--- src/rtl/amx_frame_pkg.sv ---
// rtl/amx_frame_pkg.sv - shared types, constants and CRC-8 helper for the frame transmitter
// Purpose: frame FSM state encoding, default SYNC/IDLE byte values, CRC-8
//          polynomial and the one-byte CRC-8 update used by the checksum path.
// Ports:   none (package).
package amx_frame_pkg;

  typedef enum logic [2:0] {
    ST_IDLE,
    ST_SYNC,
    ST_LEN,
    ST_PAYLOAD,
    ST_CSUM
  } frame_state_e;

  localparam logic [7:0] SYNC_BYTE_DEF = 8'hA5;
  localparam logic [7:0] IDLE_BYTE_DEF = 8'h00;
  localparam logic [7:0] CRC8_POLY     = 8'h07;

  // MSB-first CRC-8 over one byte, no reflection, no final XOR.
  function automatic logic [7:0] crc8_byte(input logic [7:0] crc, input logic [7:0] data);
    logic [7:0] c;
    c = crc ^ data;
    for (int i = 0; i < 8; i++) begin
      c = c[7] ? ((c << 1) ^ CRC8_POLY) : (c << 1);
    end
    return c;
  endfunction

endpackage

--- src/rtl/amx_frame_tx_if.sv ---
// rtl/amx_frame_tx_if.sv - host/framer signal bundle for the frame transmitter
// Purpose: groups the payload push handshake, send request and framed byte
//          output of amx_frame_tx.
// Signals: in_data/in_valid/in_ready (payload push), send, busy,
//          data_out/data_strobe (framed byte stream), fifo_count.
// Modports: master = host side, slave = framer side.
interface amx_frame_tx_if #(
  parameter int FIFO_DEPTH = 8
);
  logic [7:0]                  in_data;
  logic                        in_valid;
  logic                        in_ready;
  logic                        send;
  logic                        busy;
  logic [7:0]                  data_out;
  logic                        data_strobe;
  logic [$clog2(FIFO_DEPTH):0] fifo_count;

  modport master (
    output in_data, in_valid, send,
    input  in_ready, busy, data_out, data_strobe, fifo_count
  );

  modport slave (
    input  in_data, in_valid, send,
    output in_ready, busy, data_out, data_strobe, fifo_count
  );
endinterface

--- src/rtl/amx_byte_fifo.sv ---
// rtl/amx_byte_fifo.sv - power-of-two byte FIFO with occupancy count
// Purpose: payload buffer for the framer; also intended for a receive deframer.
// Ports:   clk, rst (sync, active-high); push_data/push_valid (write, ignored
//          when full); pop (read, ignored when empty); pop_data (head byte,
//          combinational); count, full, empty (from registered count).
module amx_byte_fifo #(
  parameter int DEPTH = 8
) (
  input  logic                   clk,
  input  logic                   rst,
  input  logic [7:0]             push_data,
  input  logic                   push_valid,
  input  logic                   pop,
  output logic [7:0]             pop_data,
  output logic [$clog2(DEPTH):0] count,
  output logic                   full,
  output logic                   empty
);

  localparam int AW = $clog2(DEPTH);
  localparam logic [AW:0] DEPTH_C = (AW + 1)'(DEPTH);

  logic [7:0]    mem [DEPTH];
  logic [AW-1:0] wr_ptr;
  logic [AW-1:0] rd_ptr;
  logic          do_push;
  logic          do_pop;

  // Full is judged on the registered count, so a pop in the same cycle
  // does not open room for a push.
  assign full     = (count == DEPTH_C);
  assign empty    = (count == '0);
  assign do_push  = push_valid && !full;
  assign do_pop   = pop && !empty;
  assign pop_data = mem[rd_ptr];

  always_ff @(posedge clk) begin
    if (rst) begin
      wr_ptr <= '0;
      rd_ptr <= '0;
      count  <= '0;
    end else begin
      if (do_push) wr_ptr <= wr_ptr + 1'b1;
      if (do_pop)  rd_ptr <= rd_ptr + 1'b1;
      case ({do_push, do_pop})
        2'b10:   count <= count + 1'b1;
        2'b01:   count <= count - 1'b1;
        default: count <= count;
      endcase
    end
  end

  always_ff @(posedge clk) begin
    if (do_push) mem[wr_ptr] <= push_data;
  end

endmodule

--- src/rtl/amx_frame_tx.sv ---
// rtl/amx_frame_tx.sv - byte framer: SYNC, LEN, payload, checksum
// Purpose: buffers payload bytes and, on send, emits one registered frame byte
//          per clock with no gaps. Optional macro AMX_FRAME_TX_CRC8_EN selects
//          a CRC-8 checksum byte instead of the mod-256 additive checksum.
// Ports:   clk, rst (sync, active-high); bus (amx_frame_tx_if.slave):
//          in_data/in_valid/in_ready, send, busy, data_out, data_strobe,
//          fifo_count.
module amx_frame_tx
  import amx_frame_pkg::*;
#(
  parameter int         FIFO_DEPTH = 8,
  parameter logic [7:0] SYNC_BYTE  = SYNC_BYTE_DEF,
  parameter logic [7:0] IDLE_BYTE  = IDLE_BYTE_DEF
) (
  input logic           clk,
  input logic           rst,
  amx_frame_tx_if.slave bus
);

  localparam int CW = $clog2(FIFO_DEPTH) + 1;

  frame_state_e state_q, state_d;
  logic [CW-1:0] len_q, len_d;
  logic [CW-1:0] cnt_q, cnt_d;
  logic [7:0]    csum_q, csum_d;
  logic [7:0]    data_q, data_d;
  logic          strobe_q, strobe_d;

  logic          pop;
  logic [7:0]    pop_data;
  logic [CW-1:0] fifo_count;
  logic          fifo_full;
  logic          fifo_empty;

  function automatic logic [7:0] csum_start(input logic [7:0] len_byte);
`ifdef AMX_FRAME_TX_CRC8_EN
    return crc8_byte(8'h00, len_byte);
`else
    return len_byte;
`endif
  endfunction

  function automatic logic [7:0] csum_step(input logic [7:0] acc, input logic [7:0] b);
`ifdef AMX_FRAME_TX_CRC8_EN
    return crc8_byte(acc, b);
`else
    return acc + b;
`endif
  endfunction

  amx_byte_fifo #(
    .DEPTH (FIFO_DEPTH)
  ) u_fifo (
    .clk        (clk),
    .rst        (rst),
    .push_data  (bus.in_data),
    .push_valid (bus.in_valid),
    .pop        (pop),
    .pop_data   (pop_data),
    .count      (fifo_count),
    .full       (fifo_full),
    .empty      (fifo_empty)
  );

  assign bus.in_ready    = ~fifo_full;
  assign bus.fifo_count  = fifo_count;
  assign bus.data_out    = data_q;
  assign bus.data_strobe = strobe_q;
  // Every frame byte is strobed, so busy is exactly the strobe.
  assign bus.busy        = strobe_q;

  always_ff @(posedge clk) begin
    if (rst) begin
      state_q  <= ST_IDLE;
      len_q    <= '0;
      cnt_q    <= '0;
      csum_q   <= 8'h00;
      data_q   <= IDLE_BYTE;
      strobe_q <= 1'b0;
    end else begin
      state_q  <= state_d;
      len_q    <= len_d;
      cnt_q    <= cnt_d;
      csum_q   <= csum_d;
      data_q   <= data_d;
      strobe_q <= strobe_d;
    end
  end

  // Outputs are computed for the current state and registered, so the byte
  // for a state appears one cycle after the state is entered.
  always_comb begin
    state_d  = state_q;
    len_d    = len_q;
    cnt_d    = cnt_q;
    csum_d   = csum_q;
    data_d   = IDLE_BYTE;
    strobe_d = 1'b0;
    pop      = 1'b0;
    case (state_q)
      ST_IDLE: begin
        // Length is frozen here; later pushes wait for the next frame.
        if (bus.send && !fifo_empty) begin
          len_d   = fifo_count;
          state_d = ST_SYNC;
        end
      end
      ST_SYNC: begin
        data_d   = SYNC_BYTE;
        strobe_d = 1'b1;
        csum_d   = csum_start(8'(len_q));
        state_d  = ST_LEN;
      end
      ST_LEN: begin
        data_d   = 8'(len_q);
        strobe_d = 1'b1;
        cnt_d    = '0;
        state_d  = ST_PAYLOAD;
      end
      ST_PAYLOAD: begin
        pop      = 1'b1;
        data_d   = pop_data;
        strobe_d = 1'b1;
        csum_d   = csum_step(csum_q, pop_data);
        cnt_d    = cnt_q + 1'b1;
        if ((cnt_q + 1'b1) == len_q) state_d = ST_CSUM;
      end
      ST_CSUM: begin
        data_d   = csum_q;
        strobe_d = 1'b1;
        state_d  = ST_IDLE;
      end
      default: state_d = ST_IDLE;
    endcase
  end

endmodule

--- src/flat_wrapper.sv ---
// flat-port wrapper written by rule: the top's interface ports become plain ports
module amx_frame_tx_flat import amx_frame_pkg::*;
#(
  parameter int         FIFO_DEPTH = 8,
  parameter logic [7:0] SYNC_BYTE  = SYNC_BYTE_DEF,
  parameter logic [7:0] IDLE_BYTE  = IDLE_BYTE_DEF
)
  (clk, rst, bus_in_data, bus_in_valid, bus_send, bus_in_ready, bus_busy, bus_data_out, bus_data_strobe, bus_fifo_count);
  amx_frame_tx_if #(.FIFO_DEPTH(FIFO_DEPTH)) bus_i ();
  input logic clk;
  input logic rst;
  input wire logic [$bits(bus_i.in_data)-1:0] bus_in_data;
  input wire logic [$bits(bus_i.in_valid)-1:0] bus_in_valid;
  input wire logic [$bits(bus_i.send)-1:0] bus_send;
  output wire logic [$bits(bus_i.in_ready)-1:0] bus_in_ready;
  output wire logic [$bits(bus_i.busy)-1:0] bus_busy;
  output wire logic [$bits(bus_i.data_out)-1:0] bus_data_out;
  output wire logic [$bits(bus_i.data_strobe)-1:0] bus_data_strobe;
  output wire logic [$bits(bus_i.fifo_count)-1:0] bus_fifo_count;
  assign bus_i.in_data = bus_in_data;
  assign bus_i.in_valid = bus_in_valid;
  assign bus_i.send = bus_send;
  assign bus_in_ready = bus_i.in_ready;
  assign bus_busy = bus_i.busy;
  assign bus_data_out = bus_i.data_out;
  assign bus_data_strobe = bus_i.data_strobe;
  assign bus_fifo_count = bus_i.fifo_count;
  amx_frame_tx #(.FIFO_DEPTH(FIFO_DEPTH), .SYNC_BYTE(SYNC_BYTE), .IDLE_BYTE(IDLE_BYTE)) u_core (.clk(clk), .rst(rst), .bus(bus_i));
endmodule
--- config.mk ---
export PLATFORM = sky130hd
export DESIGN_NAME = amx_frame_tx_flat
export DESIGN_NICKNAME = d
export VERILOG_FILES = /design/src/rtl/amx_frame_pkg.sv /design/src/rtl/amx_frame_tx_if.sv /design/src/rtl/amx_byte_fifo.sv /design/src/rtl/amx_frame_tx.sv /design/src/flat_wrapper.sv
export SDC_FILE = /design/constraint.sdc
export NUM_CORES = 1
export LEC_CHECK = 0
export BUFFER_PORTS_ARGS = -buffer_cell sky130_fd_sc_hd__buf_2
export CORE_UTILIZATION = 29
export DETAILED_ROUTE_END_ITERATION = 8
export MAX_ROUTING_LAYER = met4
export SETUP_SLACK_MARGIN = 0.4
export SYNTH_ARGS = -nofsm -noshare
export SYNTH_HDL_FRONTEND = slang
export SYNTH_SLANG_ARGS = --single-unit
--- constraint.sdc ---
create_clock -name clk -period 2.7 [get_ports clk]
set_input_delay 0.27 -clock clk [delete_from_list [all_inputs] [get_ports clk]]
set_output_delay 0.27 -clock clk [all_outputs]
set_load 0.005 [all_outputs]
Yosys cells after proc, flatten, opt, wreduce, memory -nomap -nowiden
Memories as Yosys holds them, arrays and structs flattened. A register that Yosys moved wholly into a read port is not among the register bits.
Index checks and enable logic that the tools add are counted.

word-level totals
  output and inout bits = 15
  word-level logic and storage cells = 53
  bits in writable memories = 64
  memories = 1
  input port bits = 12
  flip-flop bits (word level) = 38

memory list
  name               words  bits a word  read ports  clocked after memory_dff  write ports  line                 source
  u_core.u_fifo.mem  8      8            1           1                         1            amx_byte_fifo.sv:23  logic [7:0] mem [DEPTH];

operators by class
  equality and inequality tests = 10
  mux-type cells = 13
  bitwise logic cells = 1
  add/subtract/negate cells = 6
  reductions and logical operators = 13

operators with widths
  operator                                                                  number
  8-bit case mux with 4 select lines                                        1
  4-bit case mux with 2 select lines                                        2
  8-bit case mux with 2 select lines                                        1
  3-bit two-way mux                                                         4
  3-bit case mux with 4 select lines                                        1
  4-bit by 1-bit adder with 4-bit output (second input constant)            2
  8-bit adder                                                               1
  3-bit by 1-bit adder with 3-bit output (second input constant)            2
  3-bit by 2-bit equality test with 1-bit output (second input constant)    2
  2-bit nonzero test                                                        3
  4-bit equality test                                                       1
  4-bit equality test (second input constant)                               1
  4-bit logical NOT                                                         1
  1-bit two-way mux                                                         4
  2-bit by 1-bit inequality test with 1-bit output (second input constant)  2
  2-bit AND reduction                                                       2
  4-bit OR reduction                                                        1
  4-bit by 1-bit subtractor with 4-bit output (second input constant)       1
  3-bit by 1-bit equality test with 1-bit output (second input constant)    1
  3-bit equality test (second input constant)                               1
  1-bit logical AND                                                         3
  3-bit logical NOT                                                         1
  2-bit by 1-bit equality test with 1-bit output (second input constant)    1
  2-bit equality test (second input constant)                               1
  other kinds (2)                                                           3

Logic depth before layout (Yosys ltp)
  word-level depth = 5
  mapped depth = 11
  depth with buffers taken out = 10

Modules after synthesis
Synthesis repeated with hierarchy kept, for this count alone.

second synthesis, totals
  cell total of the unflattened synthesis = 348
  area, all modules = 4657.0 µm²

by module, submodules not included
  module         cells each  instances  area an instance (µm²)
  amx_byte_fifo  167         1          3126.7
  amx_frame_tx   181         1          1530.2

Worst setup path after synthesis
Ideal clock, no wire load.

  path type = reg-to-reg
  from = register with a tool-made name
  to = register u_core.csum_q[7]
  period minus slack after synthesis = 2.907 ns
  buffers on the path = 2
  arrival time = 2.812 ns
  path slack = -0.207 ns
  stages on the path, launching flop included = 11
  setup time = 0.095 ns
  path through = dfxtp_1 buf_2 buf_6 mux4_2 mux2_2 ha_1 a21o_1 a31o_2 o21a_1 or2_1 o311ai_1

RTL lines
  item                    line                source
  end signal: assignment  amx_frame_tx.sv:84  csum_q <= csum_d;
  end: declaration        amx_frame_tx.sv:25  logic [7:0] csum_q, csum_d;

==> summary.txt <==
fin util -> 37.1%
Tcrit/Tclk final -> 99.0%
Syn Inst Count -> 349
Reg2Reg Setup Slack -> 0.03 ns
Crit path max-delay family -> multiplexers
H-tree Lvls -> 3
clock tree buffer depth -> 2
commonest non-fill, non-tap cell in the layout -> edfxtp_1
Fmax -> 374 MHz
Synth cell types -> 50
Seq/Total Area, Yosys -> 60.2%
Die W -> 127 um
row cnt -> 45
fin crit period -> 2.67 ns
layout cells sized above 1 -> 31.6%
Final Max Slew Viols -> 0
clock skew -> 0.00915 ns
WS Path Type -> reg -> reg
Slew Limit Headroom -> 52.4%
critical path data required time -> 2.92 ns
synthesized cell area -> 4550 sq um
clk sinks -> 105
Worst-Skew Late Latency -> 0.35 ns
DR pass1 iterations -> 4
DRT Wirelength -> 9.51 mm
die area -> 16200 sq um
initial antenna violation count -> 1
Syn Area/Cell -> 13.0 sq um
Clock transition at path regs -> 0.08 ns
Main synth FF type -> edfxtp_1
synthesized flop and latch total -> 105
Post-synth EDFFs -> 64
final hold violation count -> 0
Post-DRT Antenna Nets -> 0
maximum vdd drop -> 0.375 mV
vias in the first global route -> 2995
Placed Cells -> 587
number of stages on the worst setup path -> 11
non-filler instance count after layout -> 617
CTS root buf -> clkbuf_16
CTS buffer count -> 9
Initial Util -> 29.8%
HPWL after DPL -> 6.40 mm
crit-path max cell delay -> 0.48 ns
initial DRC count -> 235
Leakage Power -> 2.01 nW
DR vias/cell -> 4.69
Buf/Inv on CP -> 2
area of the core -> 15300 sq um
Final setup viols -> 0
status -> complete, no violations
critical path data arrival time -> 2.89 ns
Hold Slack -> 0.189 ns
largest net degree at the start of global routing -> 36
CTS tree -> done
I/O pin count -> 27
RSZ-0062 raised after global routing -> true
Fillers -> 1448
CP Max Fanout -> 5
Hold Buf Count CTS -> 0
actual slew at the worst max-slew pin -> 0.711 ns
gpl congestion -> 0.841
worst-path cell chain -> buf_12, mux4_2, mux2_4, ha_4, inv_2, fa_2, nor2b_1, o21a_1, or3_1, a32oi_1, nor2_1
nets -> 427
vias -> 2891
Die Y -> 127 um
WL/cell -> 15.4 um
most frequent cells in the layout -> edfxtp_1 (64), nor2_1 (43), dfxtp_1 (38), buf_4 (28), buf_2 (26)
Buffers on Ports -> 26
CP max stage cell -> mux4_2
GRT Overall Usage -> 12.9%
YS warnings -> 0
residual DRC count -> 0
global-route wire length before repair -> 15.4 mm
FFs w/ async S/R, synth -> 0%
Max-Cap Viols -> 0
hold crit path type -> in -> reg
Post-Syn Nets -> 376
FF-to-FF path depth -> 11
Worst setup SP type -> register
total power per unit cell area -> 606 nW/um^2
P&R area growth vs syn -> 24.3%
gr ovfl total -> 0
crit end category -> register
hold path depth -> 1
-- sequential cells by signal, summed over array words and instances (netlist names), named ones only --
name and cells:
u_core.bus.busy 1, u_core.bus.data_out 8, u_core.cnt_q 4, u_core.csum_q 8
u_core.len_q 4, u_core.state_q 3, u_core.u_fifo.count 4, u_core.u_fifo.mem 64
u_core.u_fifo.rd_ptr 3, u_core.u_fifo.wr_ptr 3
-- path summary, 6_finish.rpt --
kind	start	endpoint
worst max register to register	register	u_core.csum_q[4]
worst max-delay path	register	u_core.csum_q[4]
worst min-delay path	bus_in_data[5]	u_core.u_fifo.mem[4][5]
worst min register to register	u_core.cnt_q[1]	u_core.cnt_q[1]
-- cell usage after synthesis (all sizes together) (2+ instances only) --
| cell | instances | area, sq um |
|---|---|---|
| xor2 | 7 | 61.3 |
| inv | 8 | 30.0 |
| a22oi | 2 | 15.0 |
| nor2 | 43 | 161 |
| ha | 13 | 163 |
| clkbuf | 13 | 50.0 |
| mux2 | 7 | 78.8 |
| a32oi | 2 | 17.5 |
| a221oi | 2 | 17.5 |
| or2 | 2 | 12.5 |
| buf | 5 | 40.0 |
| nor3 | 9 | 50.1 |
| nand3b | 3 | 22.5 |
| nand2b | 4 | 25.0 |
| a21oi | 24 | 124 |
| o21ai | 6 | 30.0 |
| o21a | 3 | 22.5 |
| mux2i | 9 | 103 |
| xnor2 | 7 | 61.3 |
| nand3 | 7 | 35.0 |
| dfxtp | 41 | 821 |
| fa | 2 | 40.0 |
| nand2 | 21 | 78.8 |
| edfxtp | 64 | 1920 |
| a211oi | 3 | 22.5 |
| nor2b | 5 | 31.3 |
| a21o | 4 | 30.0 |
| or3 | 4 | 25.0 |
| mux4 | 16 | 360 |
-- what timing repair did --
action                     CTS  global route
gates resized for setup     11             3
setup buffers               11             1
pin swaps                   10            11
setup endpoints to repair    8             9
gates cloned                 0             1
hold endpoints to repair     0             0
-- stage by stage --
stage	worst slack (ns)	TNS [ns]	total power, mW	instance area (sq um)
detailed placement	-0.00131	-0.00131	2.12	5170
global route	-0.0910	-0.178	3.56	5660
CTS	0.00270	0	3.47	5620
global placement	0.0400	0	2.11	5170
finish	0.0270	0	3.43	5660
floorplan	0.00478	0	2.02	4710
-- power by group --
group / internal (mW) / switching, mW
clock network: 0.669 / 0.661
logic: 0.153 / 0.186
registers: 1.74 / 0.0253
-- cell families (layout without fill, tap and decap cells) --
family	after synthesis	count (layout)	synth area share [%]
buf+inv	26	82	2.64
compound gates	54	54	7.61
xor+xnor	14	14	2.69
fa+ha+maj	15	15	4.45
other cells	0	1	0
simple gates	103	103	10.5
mux	32	32	11.9
flops	105	105	60.2
-- cell type report --
type                       instances  area [sq um]  share of cell area, %
antenna                            1          2.50                 0.0442
clock buffer                       9           225                   3.98
clock inverter                     7          86.3                   1.53
inverter                           8          30.0                  0.531
multi-input combinational        218          1870                   33.1
sequential                       105          2750                   48.7
tap                              211           264                   4.66
timing repair buffer              58           425                   7.52
-- routing by layer --
| metal | GRT usage (%) | part of all wire, % | up-vias |
|---|---|---|---|
| li1 | - | - | 1389 |
| met1 | 14.5 | 41 | 1415 |
| met2 | 22.1 | 50 | 69 |
| met3 | 3.39 | 6.4 | 18 |
| met4 | 4.90 | 2.0 | 0 |
| met5 | - | 0 | - |
Power figures use the tool's default switching activity.
